### src/rtl/addsub_seq_if.sv
`default_nettype none
// ============================================================================
//  Module   : addsub_seq_if
//  Purpose  : Bundles the operation request and result signals of
//             addsub_seq so the requester and the datapath share a single
//             port connection.
//  Ports    : master - drives start, m, sat, a, b; receives busy, done,
//                      s, c, o, z
//             slave  - the reverse view, used by the adder/subtractor
//  Revision : 1.0 - initial release
// ============================================================================
interface addsub_seq_if #(
    parameter int WIDTH = 16
);
    logic             start;
    logic             m;
    logic             sat;
    logic [WIDTH-1:0] a;
    logic [WIDTH-1:0] b;
    logic             busy;
    logic             done;
    logic [WIDTH-1:0] s;
    logic             c;
    logic             o;
    logic             z;

    modport master (
        output start, m, sat, a, b,
        input  busy, done, s, c, o, z
    );

    modport slave (
        input  start, m, sat, a, b,
        output busy, done, s, c, o, z
    );
endinterface
`default_nettype wire

### src/rtl/addsub_seq.sv
`default_nettype none
// ============================================================================
//  Module   : addsub_seq
//  Purpose  : Multi-cycle two's-complement adder/subtractor. Adds CHUNK bits
//             per clock, LSB chunk first, reusing one narrow carry chain for
//             wide operands. Optional signed saturation of the result.
//  Ports    : clk  - rising-edge clock
//             rst  - asynchronous active-high reset
//             bus  - addsub_seq_if.slave: start/m/sat/a/b request,
//                    busy/done handshake, s result, c/o/z flags
//  Revision : 1.0 - initial release
// ============================================================================
module addsub_seq #(
    parameter int WIDTH = 16,
    parameter int CHUNK = 4
) (
    input  wire logic    clk,
    input  wire logic    rst,
    addsub_seq_if.slave  bus
);

    localparam int N     = WIDTH / CHUNK;
    localparam int CNT_W = (N > 1) ? $clog2(N) : 1;

    localparam logic [WIDTH-1:0] c_sat_pos = {1'b0, {(WIDTH-1){1'b1}}};
    localparam logic [WIDTH-1:0] c_sat_neg = {1'b1, {(WIDTH-1){1'b0}}};

    typedef enum logic [1:0] {
        S_IDLE = 2'd0,
        S_RUN  = 2'd1,
        S_DONE = 2'd2
    } state_t;

    state_t             r_state;
    state_t             w_state_next;

    // Operands shift right one chunk per RUN cycle, so the active chunk is
    // always in the low CHUNK bits. B is stored pre-inverted for subtract.
    logic [WIDTH-1:0]   r_a;
    logic [WIDTH-1:0]   r_b;
    logic               r_a_msb;   // original sign of A, needed for saturation
    logic               r_sat;
    logic               r_carry;
    logic [CNT_W-1:0]   r_cnt;
    logic [WIDTH-1:0]   r_s;
    logic               r_c;
    logic               r_o;
    logic               r_z;

    logic               w_load;
    logic               w_last;
    logic [CHUNK:0]     w_sum;
    logic               w_cin_msb;
    logic               w_ovf;
    logic [WIDTH-1:0]   w_s_shift;
    logic [WIDTH-1:0]   w_s_final;

    // A new request is accepted from IDLE or DONE, never while running.
    assign w_load = bus.start && (r_state != S_RUN);
    assign w_last = (r_cnt == CNT_W'(N - 1));

    assign w_sum = {1'b0, r_a[CHUNK-1:0]} + {1'b0, r_b[CHUNK-1:0]}
                 + {{CHUNK{1'b0}}, r_carry};

    // Carry into the top bit of this chunk recovered from the sum bit:
    // s = a ^ b ^ cin. Only meaningful on the final chunk.
    assign w_cin_msb = r_a[CHUNK-1] ^ r_b[CHUNK-1] ^ w_sum[CHUNK-1];
    assign w_ovf     = w_cin_msb ^ w_sum[CHUNK];

    // Result bits enter at the top and move down, so after N cycles the
    // first (LSB) chunk has reached bit 0.
    generate
        if (CHUNK == WIDTH) begin : g_single
            assign w_s_shift = w_sum[CHUNK-1:0];
        end else begin : g_multi
            assign w_s_shift = {w_sum[CHUNK-1:0], r_s[WIDTH-1:CHUNK]};
        end
    endgenerate

    assign w_s_final = (r_sat && w_ovf) ? (r_a_msb ? c_sat_neg : c_sat_pos)
                                        : w_s_shift;

    always_comb begin
        w_state_next = r_state;
        case (r_state)
            S_IDLE:  if (bus.start) w_state_next = S_RUN;
            S_RUN:   if (w_last)    w_state_next = S_DONE;
            S_DONE:  w_state_next = bus.start ? S_RUN : S_IDLE;
            default: w_state_next = S_IDLE;
        endcase
    end

    always_ff @(posedge clk or posedge rst) begin
        if (rst) begin
            r_state <= S_IDLE;
            r_a     <= '0;
            r_b     <= '0;
            r_a_msb <= 1'b0;
            r_sat   <= 1'b0;
            r_carry <= 1'b0;
            r_cnt   <= '0;
            r_s     <= '0;
            r_c     <= 1'b0;
            r_o     <= 1'b0;
            r_z     <= 1'b0;
        end else begin
            r_state <= w_state_next;
            if (w_load) begin
                r_a     <= bus.a;
                r_b     <= bus.b ^ {WIDTH{bus.m}};
                r_a_msb <= bus.a[WIDTH-1];
                r_sat   <= bus.sat;
                r_carry <= bus.m;      // +1 completes the two's complement of B
                r_cnt   <= '0;
            end else if (r_state == S_RUN) begin
                r_a     <= r_a >> CHUNK;
                r_b     <= r_b >> CHUNK;
                r_carry <= w_sum[CHUNK];
                r_cnt   <= r_cnt + CNT_W'(1);
                if (w_last) begin
                    r_s <= w_s_final;
                    r_c <= w_sum[CHUNK];
                    r_o <= w_ovf;
                    r_z <= (w_s_final == '0);
                end else begin
                    r_s <= w_s_shift;
                end
            end
        end
    end

    assign bus.busy = (r_state == S_RUN);
    assign bus.done = (r_state == S_DONE);
    assign bus.s    = r_s;
    assign bus.c    = r_c;
    assign bus.o    = r_o;
    assign bus.z    = r_z;

endmodule
`default_nettype wire

### src/flat_wrapper.sv
// flat-port wrapper written by rule: the top's interface ports become plain ports
module addsub_seq_flat 
#(
    parameter int WIDTH = 16,
    parameter int CHUNK = 4
)
  (clk, rst, bus_start, bus_m, bus_sat, bus_a, bus_b, bus_busy, bus_done, bus_s, bus_c, bus_o, bus_z);
  addsub_seq_if #(.WIDTH(WIDTH)) bus_i ();
  input  wire logic clk;
  input  wire logic rst;
  input wire logic [$bits(bus_i.start)-1:0] bus_start;
  input wire logic [$bits(bus_i.m)-1:0] bus_m;
  input wire logic [$bits(bus_i.sat)-1:0] bus_sat;
  input wire logic [$bits(bus_i.a)-1:0] bus_a;
  input wire logic [$bits(bus_i.b)-1:0] bus_b;
  output wire logic [$bits(bus_i.busy)-1:0] bus_busy;
  output wire logic [$bits(bus_i.done)-1:0] bus_done;
  output wire logic [$bits(bus_i.s)-1:0] bus_s;
  output wire logic [$bits(bus_i.c)-1:0] bus_c;
  output wire logic [$bits(bus_i.o)-1:0] bus_o;
  output wire logic [$bits(bus_i.z)-1:0] bus_z;
  assign bus_i.start = bus_start;
  assign bus_i.m = bus_m;
  assign bus_i.sat = bus_sat;
  assign bus_i.a = bus_a;
  assign bus_i.b = bus_b;
  assign bus_busy = bus_i.busy;
  assign bus_done = bus_i.done;
  assign bus_s = bus_i.s;
  assign bus_c = bus_i.c;
  assign bus_o = bus_i.o;
  assign bus_z = bus_i.z;
  addsub_seq #(.WIDTH(WIDTH), .CHUNK(CHUNK)) u_core (.clk(clk), .rst(rst), .bus(bus_i));
endmodule
### config.mk
export PLATFORM = sky130hd
export DESIGN_NAME = addsub_seq_flat
export DESIGN_NICKNAME = d
export VERILOG_FILES = /design/src/rtl/addsub_seq_if.sv /design/src/rtl/addsub_seq.sv /design/src/flat_wrapper.sv
export SDC_FILE = /design/constraint.sdc
export NUM_CORES = 1
export LEC_CHECK = 0
export ABC_AREA = 1
export CORE_MARGIN = 5
export CORE_UTILIZATION = 40
export CTS_CLUSTER_SIZE = 24
export DETAILED_ROUTE_END_ITERATION = 10
export GPL_TIMING_DRIVEN = 0
export PLACE_DENSITY = 0.64
export SLEW_MARGIN = 20
export SYNTH_ARGS = -nofsm -noshare
export SYNTH_HDL_FRONTEND = slang
export SYNTH_SLANG_ARGS = --single-unit
### constraint.sdc
create_clock -name clk -period 5.8 [get_ports clk]
set_input_delay 0.58 -clock clk [delete_from_list [all_inputs] [get_ports clk]]
set_output_delay 0.58 -clock clk [all_outputs]
set_load 0.02 [all_outputs]
**Word level (Yosys, flattened, before mapping)**

Cells that the tools add are included.
Widths: inputs -> output; s select.

- Register bits: 58
- Bits of input ports: 37

- Bitwise gates (word level): 5
- Reduce and logical (&&, ||, !) cells: 8
- Equality and inequality tests: 6
- Muxes and demuxes: 15
- Add/subtract/negate cells: 3

Operator list:

| kind | count |
|---|---|
| $mux 16 | 7 |
| $logic_not 16->1 | 1 |
| $xor 16x16->16 | 1 |
| $mux 2 | 4 |
| $pmux 2 s3 | 1 |
| $add 4x4->5 | 1 |
| $add 5x1->5 | 1 |
| $eq 2x2->1 const B | 2 |
| $ne 2x1->1 const B | 2 |
| $reduce_and 2->1 | 2 |
| $mux 1 | 3 |
| $reduce_and 3->1 | 1 |
| $xor 1x1->1 | 3 |
| $add 2x1->2 const B | 1 |
| $eq 2x1->1 const B | 1 |
| $logic_and 1x1->1 | 2 |
| $logic_not 2->1 | 1 |
| $ne 2x2->1 const B | 1 |
| $reduce_bool 2->1 | 1 |
| $not 1->1 | 1 |

**Logic depth before layout (Yosys ltp)**

- Depth after elaboration: 7
- Mapped depth: 14
- Depth with buffers taken out: 14

**Worst setup path after synthesis**

Ideal clock, no wire load.

- Kind: flip-flop to flip-flop
- Start: reg u_core.r_carry
- End: reg u_core.r_s[0] (netlist: u_core.bus.s[0])
- Slack: 3.620 ns
- Data required time: 5.733 ns
- Clock period less this slack: 2.180 ns
- Data arrival time: 2.113 ns
- Setup time: 0.067 ns
- Stages on the path, launching flop included: 13
- Cells stage by stage: dfrtp_1 fa_1 fa_1 nand2_1 nand2_1 nand2_1 nand2_1 nand2_1 nand3_2 buf_2 o21ai_0 nand2_1 nand2_1

- Word-level cells in the longest chain between the ends: 6

Ends and longest elaborated chain:

| element | RTL line | text |
|---|---|---|
| start: declaration | addsub_seq.sv:43 | `logic r_carry;` |
| start signal: assignment | addsub_seq.sv:113 | `r_carry <= bus.m;` |
| start signal: assignment | addsub_seq.sv:118 | `r_carry <= w_sum[CHUNK];` |
| $add 5x1->5 * | addsub_seq.sv:63 | `+ {{CHUNK{1'b0}}, r_carry};` |
| $xor 1x1->1 | addsub_seq.sv:67 | `assign w_cin_msb = r_a[CHUNK-1] ^ r_b[CHUNK-1] ^ w_sum[CHUNK-1];` |
| $xor 1x1->1 * | addsub_seq.sv:68 | `assign w_ovf = w_cin_msb ^ w_sum[CHUNK];` |
| $logic_and 1x1->1 * | addsub_seq.sv:80 | `assign w_s_final = (r_sat && w_ovf) ? (r_a_msb ? c_sat_neg : c_sat_pos)` |
| $mux 16 * | addsub_seq.sv:80 |  |
| $mux 16 * | addsub_seq.sv:120 | `if (w_last) begin` |
| end signal: assignment | addsub_seq.sv:121 | `r_s <= w_s_final;` |
| end signal: assignment | addsub_seq.sv:126 | `r_s <= w_s_shift;` |
| end: declaration | addsub_seq.sv:45 | `logic [WIDTH-1:0] r_s;` |

Every way passes the cells marked *; elsewhere a longest branch is shown, timed or not.
A chain may end at the register's enable or synchronous reset.

**Worst setup path in the final report**

- Start: reg u_core.r_state[1]
- End: out bus_busy

- Word-level cells in the longest chain between the ends: 1

Ends and longest elaborated chain:

| element | RTL line | text |
|---|---|---|
| start: declaration | addsub_seq.sv:34 | `state_t r_state;` |
| start signal: assignment | addsub_seq.sv:107 | `r_state <= w_state_next;` |
| $eq 2x1->1 | addsub_seq.sv:132 | `assign bus.busy = (r_state == S_RUN);` |
| end: declaration | flat_wrapper.sv:16 | `output wire logic [$bits(bus_i.busy)-1:0] bus_busy;` |

No other way between the ends.

==> flow_summary.toml <==
[clocking]
h-tree-depth = 3
postCtsHoldBufs = 0
cts_tree = "yes"
cts_setup_buffers = 0
cts-resized-gates = 0
clock_sinks = 58
clk_latency_ns = 0.34
path_clk_slew_ns = 0.07
clockRootBuffer = "clkbuf_8"
cts_buffers = 9
clockBufferDepth = 2

[worst_setup_path]
worst-path-max-fanout = 10
path_buf_inv = 4
cp_cell_sequence = "inv_1 -> nand2_1 -> inv_1 -> clkbuf_1 -> clkdlybuf4s50_1"
critPathCaptureType = "primary output"
cpMostUsedCell = "inv_1"
crit_required_ns = 5.22
cp.arrival_ns = 2.07
start_kind = "flop"
cpPeakStageDelay_ns = 0.72
crit_slowest_cell = "clkdlybuf4s50_1"
crit_type = "reg2out"
cpLargestDelayFamily = "buffers and inverters"

[power_and_ir_drop]
power.leakage_nw = 1.837
p_per_area_mw_per_mm2 = 530.8
irDropWorstVdd_mv = 0.2107

[sta]
finalClockSkew_ns = 0.005718
grt_setup_unrepaired = "false"
slew_viol_final = 0
worst_pin_slew_ns = 0.5410
min_period_ns = 2.652
fmax_mhz = 377.1
fin_ws_ns = 3.148
finalHoldViolations = 0
slew_headroom_pct = 63.93
setup_viol = 0
setup_tns_ns = 0
fin_crit_sh_pct = 45.72

[placement]
place_hpwl_um = 5350
io_buffer_count = 57
gp_congestion = 0.8711
pre_cts_ws_ns = 3.319

[finish]
seq_area_mm2 = 0.001451
drive_gt1_share_pct = 6.481
area_growth_pct = 30.49
n_antenna_cell = 0
final_net_count = 470
multiInputGateArea_mm2 = 0.001254
nFillCells = 698

[logic_synthesis]
ys_ff_latch = 58
yosysTopAreaCellShare_pct = 48.78
synth.avg_cell_area_um2 = 8.311
synth_edf_count = 0
synthTopCellsByArea = "dfrtp_1 (49%), nand2_1 (16%), o221ai_1 (6.5%)"
syn_nets = 401
synth_area_mm2 = 0.002975
yosysWarnings = 0
yosys.area.top_type = "dfrtp_1"
synth_cell_types = 26
synthFlopType = "dfrtp_1"
ys_async_sr_fraction_pct = 100.0
syn_inst = 358
yosysSeqAreaShare_pct = 48.78

[routing]
post_drt_wl_per_cell_um = 13.65
via_per_inst = 4.911
vias = 2608
wl_um = 7247
drcViolationCount = 0
firstDrtPassIters = 4
drt_iter0_drc = 130
ant_nets = 0

[grt]
grt.overflow.total = 0
grt_usage_pct = 17.29
grt_pass1_wl_um = 12140
grt_max_degree = 59
grt_antenna_before_repair = 0
first_global_vias = 2594

[floorplanning]
core_mm2 = 0.007253
ioPinCount = 58
rows = 31
die_area_mm2 = 0.009263
initial_utilization_pct = 41.02
die_h_um = 96.25
fp.dieW_um = 96.25

[run_status]
run_status = "completed"

[run]
maxCapViolations = 0

[min_path]
hold_path_class = "reg2reg"
registers in the layout, indices dropped and copies added (netlist names):
| name | flops |
|---|---|
| u_core.bus.c | 1 |
| u_core.bus.o | 1 |
| u_core.bus.s | 16 |
| u_core.bus.z | 1 |
| u_core.r_a | 16 |
| u_core.r_a_msb | 1 |
| u_core.r_b | 16 |
| u_core.r_carry | 1 |
| u_core.r_cnt | 2 |
| u_core.r_sat | 1 |
| u_core.r_state | 2 |
through the flow:
stage | power [mW] | cells | cell area [µm²] | utilization, % | hold slack (ns)
floorplan | 1.375 | 358 | 2975 | - | 0.4561
global placement | 1.701 | 514 | 3670 | 50.60 | 0.4694
detailed placement | 1.731 | 515 | 3700 | 51.01 | 0.4690
CTS | 2.081 | 531 | 3882 | 53.53 | 0.4875
global route | 2.234 | 531 | 3882 | 53.53 | 0.5089
finish | 2.061 | 531 | 3882 | 53.53 | 0.4846
Yosys cell counts, types with 2 or more instances:
master    count
o211ai_1      5
o221ai_1     22
o41ai_1       2
a22oi_1       5
buf_2         6
dfrtp_1      58
nor2_1       12
nor2_2        2
clkbuf_1      9
ha_1          4
nand3_1      15
nand2_1     124
xnor2_1       4
inv_1        51
o21ai_0      17
fa_1          2
xor2_1        8
o32ai_1       4
worst reg2reg max path: cells and delay by family (launching register included):
kind	cells	cell delay, ns
flip-flops	1	0.40
AND/OR/NAND/NOR	9	0.85
adder cells (fa/ha/maj)	2	0.93
buffers and inverters	1	0.24
placed cells by master (no fill, tap or decap), drive strengths merged, types with 2 or more instances in the layout:
cell / count
inv: 51
dfrtp: 58
buf: 9
nand3: 17
clkdlybuf4s50: 57
o41ai: 2
o21ai: 17
o32ai: 4
clkinv: 2
a22oi: 5
ha: 4
fa: 2
clkbuf: 23
o211ai: 5
xor2: 8
o221ai: 22
nand2: 125
nor2: 14
xnor2: 4
metal layers:
metal | track usage, % | share of wire, % | vias up
met5 | 0 | 0 | -
met4 | 8.768 | 1.6 | 0
met2 | 28.81 | 49 | 59
li1 | - | - | 1305
met1 | 21.17 | 45 | 1234
met3 | 3.362 | 4.2 | 10
worst paths after layout:
kind / startpoint / end / slack [ns] / cells after the start
max: u_core.r_state[1] / bus_busy / 3.15 / 5
min: u_core.bus.z / u_core.bus.z / 0.48 / 2
max reg2reg: u_core.r_carry / u_core.bus.s[12] / 3.30 / 12
min reg2reg: u_core.bus.z / u_core.bus.z / 0.48 / 2
max in group asynchronous: rst / u_core.r_a_msb / 4.90 / 3
min in group asynchronous: rst / u_core.bus.s[2] / 0.65 / 3
report_power, final:
part           switching (mW)  internal (mW)
combinational           0.621          0.412
clock                   0.156          0.189
sequential              0.110          0.573
final cells by class:
cell class,instances,share of cell area [%]
clock buffer,14,4.447
sequential,58,37.38
timing repair buffer,58,15.40
buffer,17,2.030
multi-input combinational,232,32.29
tap,99,3.190
clock inverter,2,0.2578
inverter,51,4.995
cells by family (layout without fill, tap and decap cells):
kind of cell	after synthesis	count (layout)	share of synthesized area [%]
xor+xnor	12	12	3.532
compound gates	58	58	14.34
simple gates	156	156	21.24
fa+ha+maj	6	6	3.028
buf+inv	68	142	9.083
flops	58	58	48.78
No activity file was read; power rests on OpenSTA's default activity.
==> edit, RTL diff (same flow settings) <==
`WIDTH` is set to 16 in 3 places; all go to 32.
--- a/src/rtl/addsub_seq_if.sv
+++ b/src/rtl/addsub_seq_if.sv
@@ -10,7 +10,7 @@
 //  Revision : 1.0 - initial release
 // ============================================================================
 interface addsub_seq_if #(
-    parameter int WIDTH = 16
+    parameter int WIDTH = 32
 );
     logic             start;
     logic             m;
--- a/src/rtl/addsub_seq.sv
+++ b/src/rtl/addsub_seq.sv
@@ -11,7 +11,7 @@
 //  Revision : 1.0 - initial release
 // ============================================================================
 module addsub_seq #(
-    parameter int WIDTH = 16,
+    parameter int WIDTH = 32,
     parameter int CHUNK = 4
 ) (
     input  wire logic    clk,
--- a/src/flat_wrapper.sv
+++ b/src/flat_wrapper.sv
@@ -1,7 +1,7 @@
 // flat-port wrapper written by rule: the top's interface ports become plain ports
 module addsub_seq_flat 
 #(
-    parameter int WIDTH = 16,
+    parameter int WIDTH = 32,
     parameter int CHUNK = 4
 )
   (clk, rst, bus_start, bus_m, bus_sat, bus_a, bus_b, bus_busy, bus_done, bus_s, bus_c, bus_o, bus_z);
Ports: changed (resized bus_a, bus_b and bus_s); port bits go from 58 to 106. The function was not compared with the original's and may differ.
==> edit against the original RTL <==
Wire length grew 92%; sequential cell count grew 49; final cell count increased by 72%; final area increased by 81%; worst setup slack worse by 0.30 ns; die area rose by 72%; register-to-register slack got worse by 0.25 ns; via count up 82%; total power increased by 78%; area after synthesis grew 81%; non-clock buffer count up 69; highest routed layer unchanged.
==> edit: results (changes against the original RTL) <==
Outcome = complete, no violations (unchanged)
Diodes inserted = 0 (unchanged)
Tot GR Track Use = 17.76% (was 17.29%)
Nets = 807 (was 470)
Synth warnings = 0 (unchanged)
HP Class = reg -> reg (unchanged)
Crit path max-delay cell type = clkdlybuf4s50_1 (unchanged)
Largest delay share family, worst path = buffers and inverters (unchanged)
Via count = 4759 (was 2608)
Clock Latency Late Sink = 0.35 ns
Initial antenna violation count = 0 (unchanged)
Clock tree buffer depth = 2 (unchanged)
Max stage delay on crit path = 0.70 ns (was 0.72 ns)
CTS buffer count = 9 (unchanged)
Min-delay src = u_core.r_a[31]$_DFFE_PP0P_ (was u_core.bus.z$_DFFE_PP0P_)
Area contributors post-synth = dfrtp_1 50%, nand2_1 13%, o221ai_1 8.9% (was dfrtp_1 49%, nand2_1 16%, o221ai_1 6.5%)
WP data arrival = 2.37 ns (was 2.07 ns)
LEAKAGE = 3.158 nW (was 1.837 nW)
IO buf count = 104 (was 57)
Post-synthesis cell type count = 31 (was 26)
Layout cell share with drive strength beyond 1 = 6.522% (was 6.481%)
Reg clk slew, reported paths = 0.07 ns (about the same)
DP Wirelength = 10480 µm (was 5350 µm)
Worst-path maximum fanout = 10 (unchanged)
Worst setup startpoint = u_core.r_state[1]$_DFFE_PP0P_ (unchanged)
Most frequent cells after synthesis = 180 x nand2_1, 107 x dfrtp_1, 77 x inv_1 (was 124 x nand2_1, 58 x dfrtp_1, 51 x inv_1)
Tightest Pin Transition = 0.6421 ns (was 0.5410 ns)
Register area share after synthesis = 49.71% (was 48.78%)
Resized Gates After CTS = 0 (unchanged)
CTS H-Tree Depth = 3 (unchanged)
Routability Congestion = 0.8333 (was 0.8711)
Asr flop ratio synth = 100.0% (unchanged)
R2R Path Start = u_core.r_carry$_DFFE_PP0P_ (unchanged)
Largest net degree at the start of global routing = 59 (unchanged)
Initial DRC count = 322 (was 130)
Wire per inst = 15.25 µm (was 13.65 µm)
Layout Skew = 0.008528 ns (was 0.005718 ns)
Root Driver = clkbuf_16 (was clkbuf_8)
VDD IR max = 188.0 µV (was 210.7 µV)
Post-CTS setup buffers = 0 (unchanged)
DRT Pass-1 Iters = 4 (unchanged)
Synth Net Count = 691 (was 401)
First-pass GRT wire length = 23300 µm (was 12140 µm)
## edit: cell count changes after synthesis, sizes merged, moves of 18 or more
cell	before	now
o21ai	17	40
xor2	8	26
nand2	125	185
inv	51	79
o221ai	22	55
nand3	17	35
dfrtp	58	107
## edit: where the power goes
| part | switching [W] | leakage [nW] | internal, W |
|---|---|---|---|
| Sequential | 0.000177 | 1.38 | 0.00105 |
| Combinational | 0.00105 | 1.61 | 0.000702 |
| Clock | 0.000274 | 0.168 | 0.000426 |
| Total | 0.00150 | 3.16 | 0.00218 |
## edit: kinds of logic (layout without fill, tap and decap cells)
| kind of cell | Yosys count | count (layout) | synth area share (%) |
|---|---|---|---|
| buffers and inverters | 118 | 239 | 9.036 |
| and+or+nand+nor | 238 | 238 | 18.70 |
| AOI/OAI and AO/OA | 115 | 115 | 15.77 |
| xor gates and xnor gates | 30 | 30 | 4.878 |
| adders and majority gates | 7 | 7 | 1.905 |
| DFF | 107 | 107 | 49.71 |
## edit: final timing paths
| path | to | slack [ns] | cells past startpoint |
|---|---|---|---|
| setup / recovery | bus_busy | 2.85 | 6 |
| hold / removal | u_core.r_a[31]$_DFFE_PP0P_ | 0.49 | 2 |
| setup reg to reg | u_core.bus.z$_DFFE_PP0P_ | 3.05 | 12 |
| hold reg to reg | u_core.r_a[31]$_DFFE_PP0P_ | 0.49 | 2 |
| max in group asynchronous | u_core.r_a[5]$_DFFE_PP0P_ | 4.51 | 3 |
| min in group asynchronous | u_core.bus.s[2]$_DFFE_PP0P_ | 0.64 | 2 |
## edit: stage by stage
| step | power (W) | hold slack [ns] | instance area, µm² | setup WS (ns) | instances |
|---|---|---|---|---|---|
| floorplan | 0.002376 | 0.4493 | 5386 | 2.403 | 615 |
| global placement | 0.002924 | 0.4737 | 6648 | 0.8556 | 895 |
| detailed placement | 0.002990 | 0.4774 | 6680 | 3.116 | 896 |
| CTS | 0.003697 | 0.4961 | 7028 | 2.823 | 912 |
| global route | 0.003941 | 0.5200 | 7028 | 2.665 | 912 |
| finish | 0.003673 | 0.4930 | 7028 | 2.853 | 912 |
## edit: routing by layer
layer | routed length (µm) | vias up | global-route usage, %
met3 | 702 | 24 | 3.429
met1 | 6031 | 2302 | 23.43
li1 | - | 2285 | -
met2 | 6872 | 148 | 29.11
met5 | 0 | - | 0
met4 | 304 | 0 | 6.688
## edit: tightest hold or removal path: cells and delay by family (launching register included)
kind / cells / cell delay, ns
DFF: 1 / 0.35
and+or+nand+nor: 2 / 0.11
## edit: cell type report
cell class / instances / area (µm²)
fill: 1261 / 6215
sequential: 107 / 2678
multi-input combinational: 390 / 2222
timing repair buffer: 105 / 1069
inverter: 79 / 301.5
clock buffer: 13 / 280.3
tap: 176 / 220.2
buffer: 39 / 190.2
clock inverter: 3 / 67.56
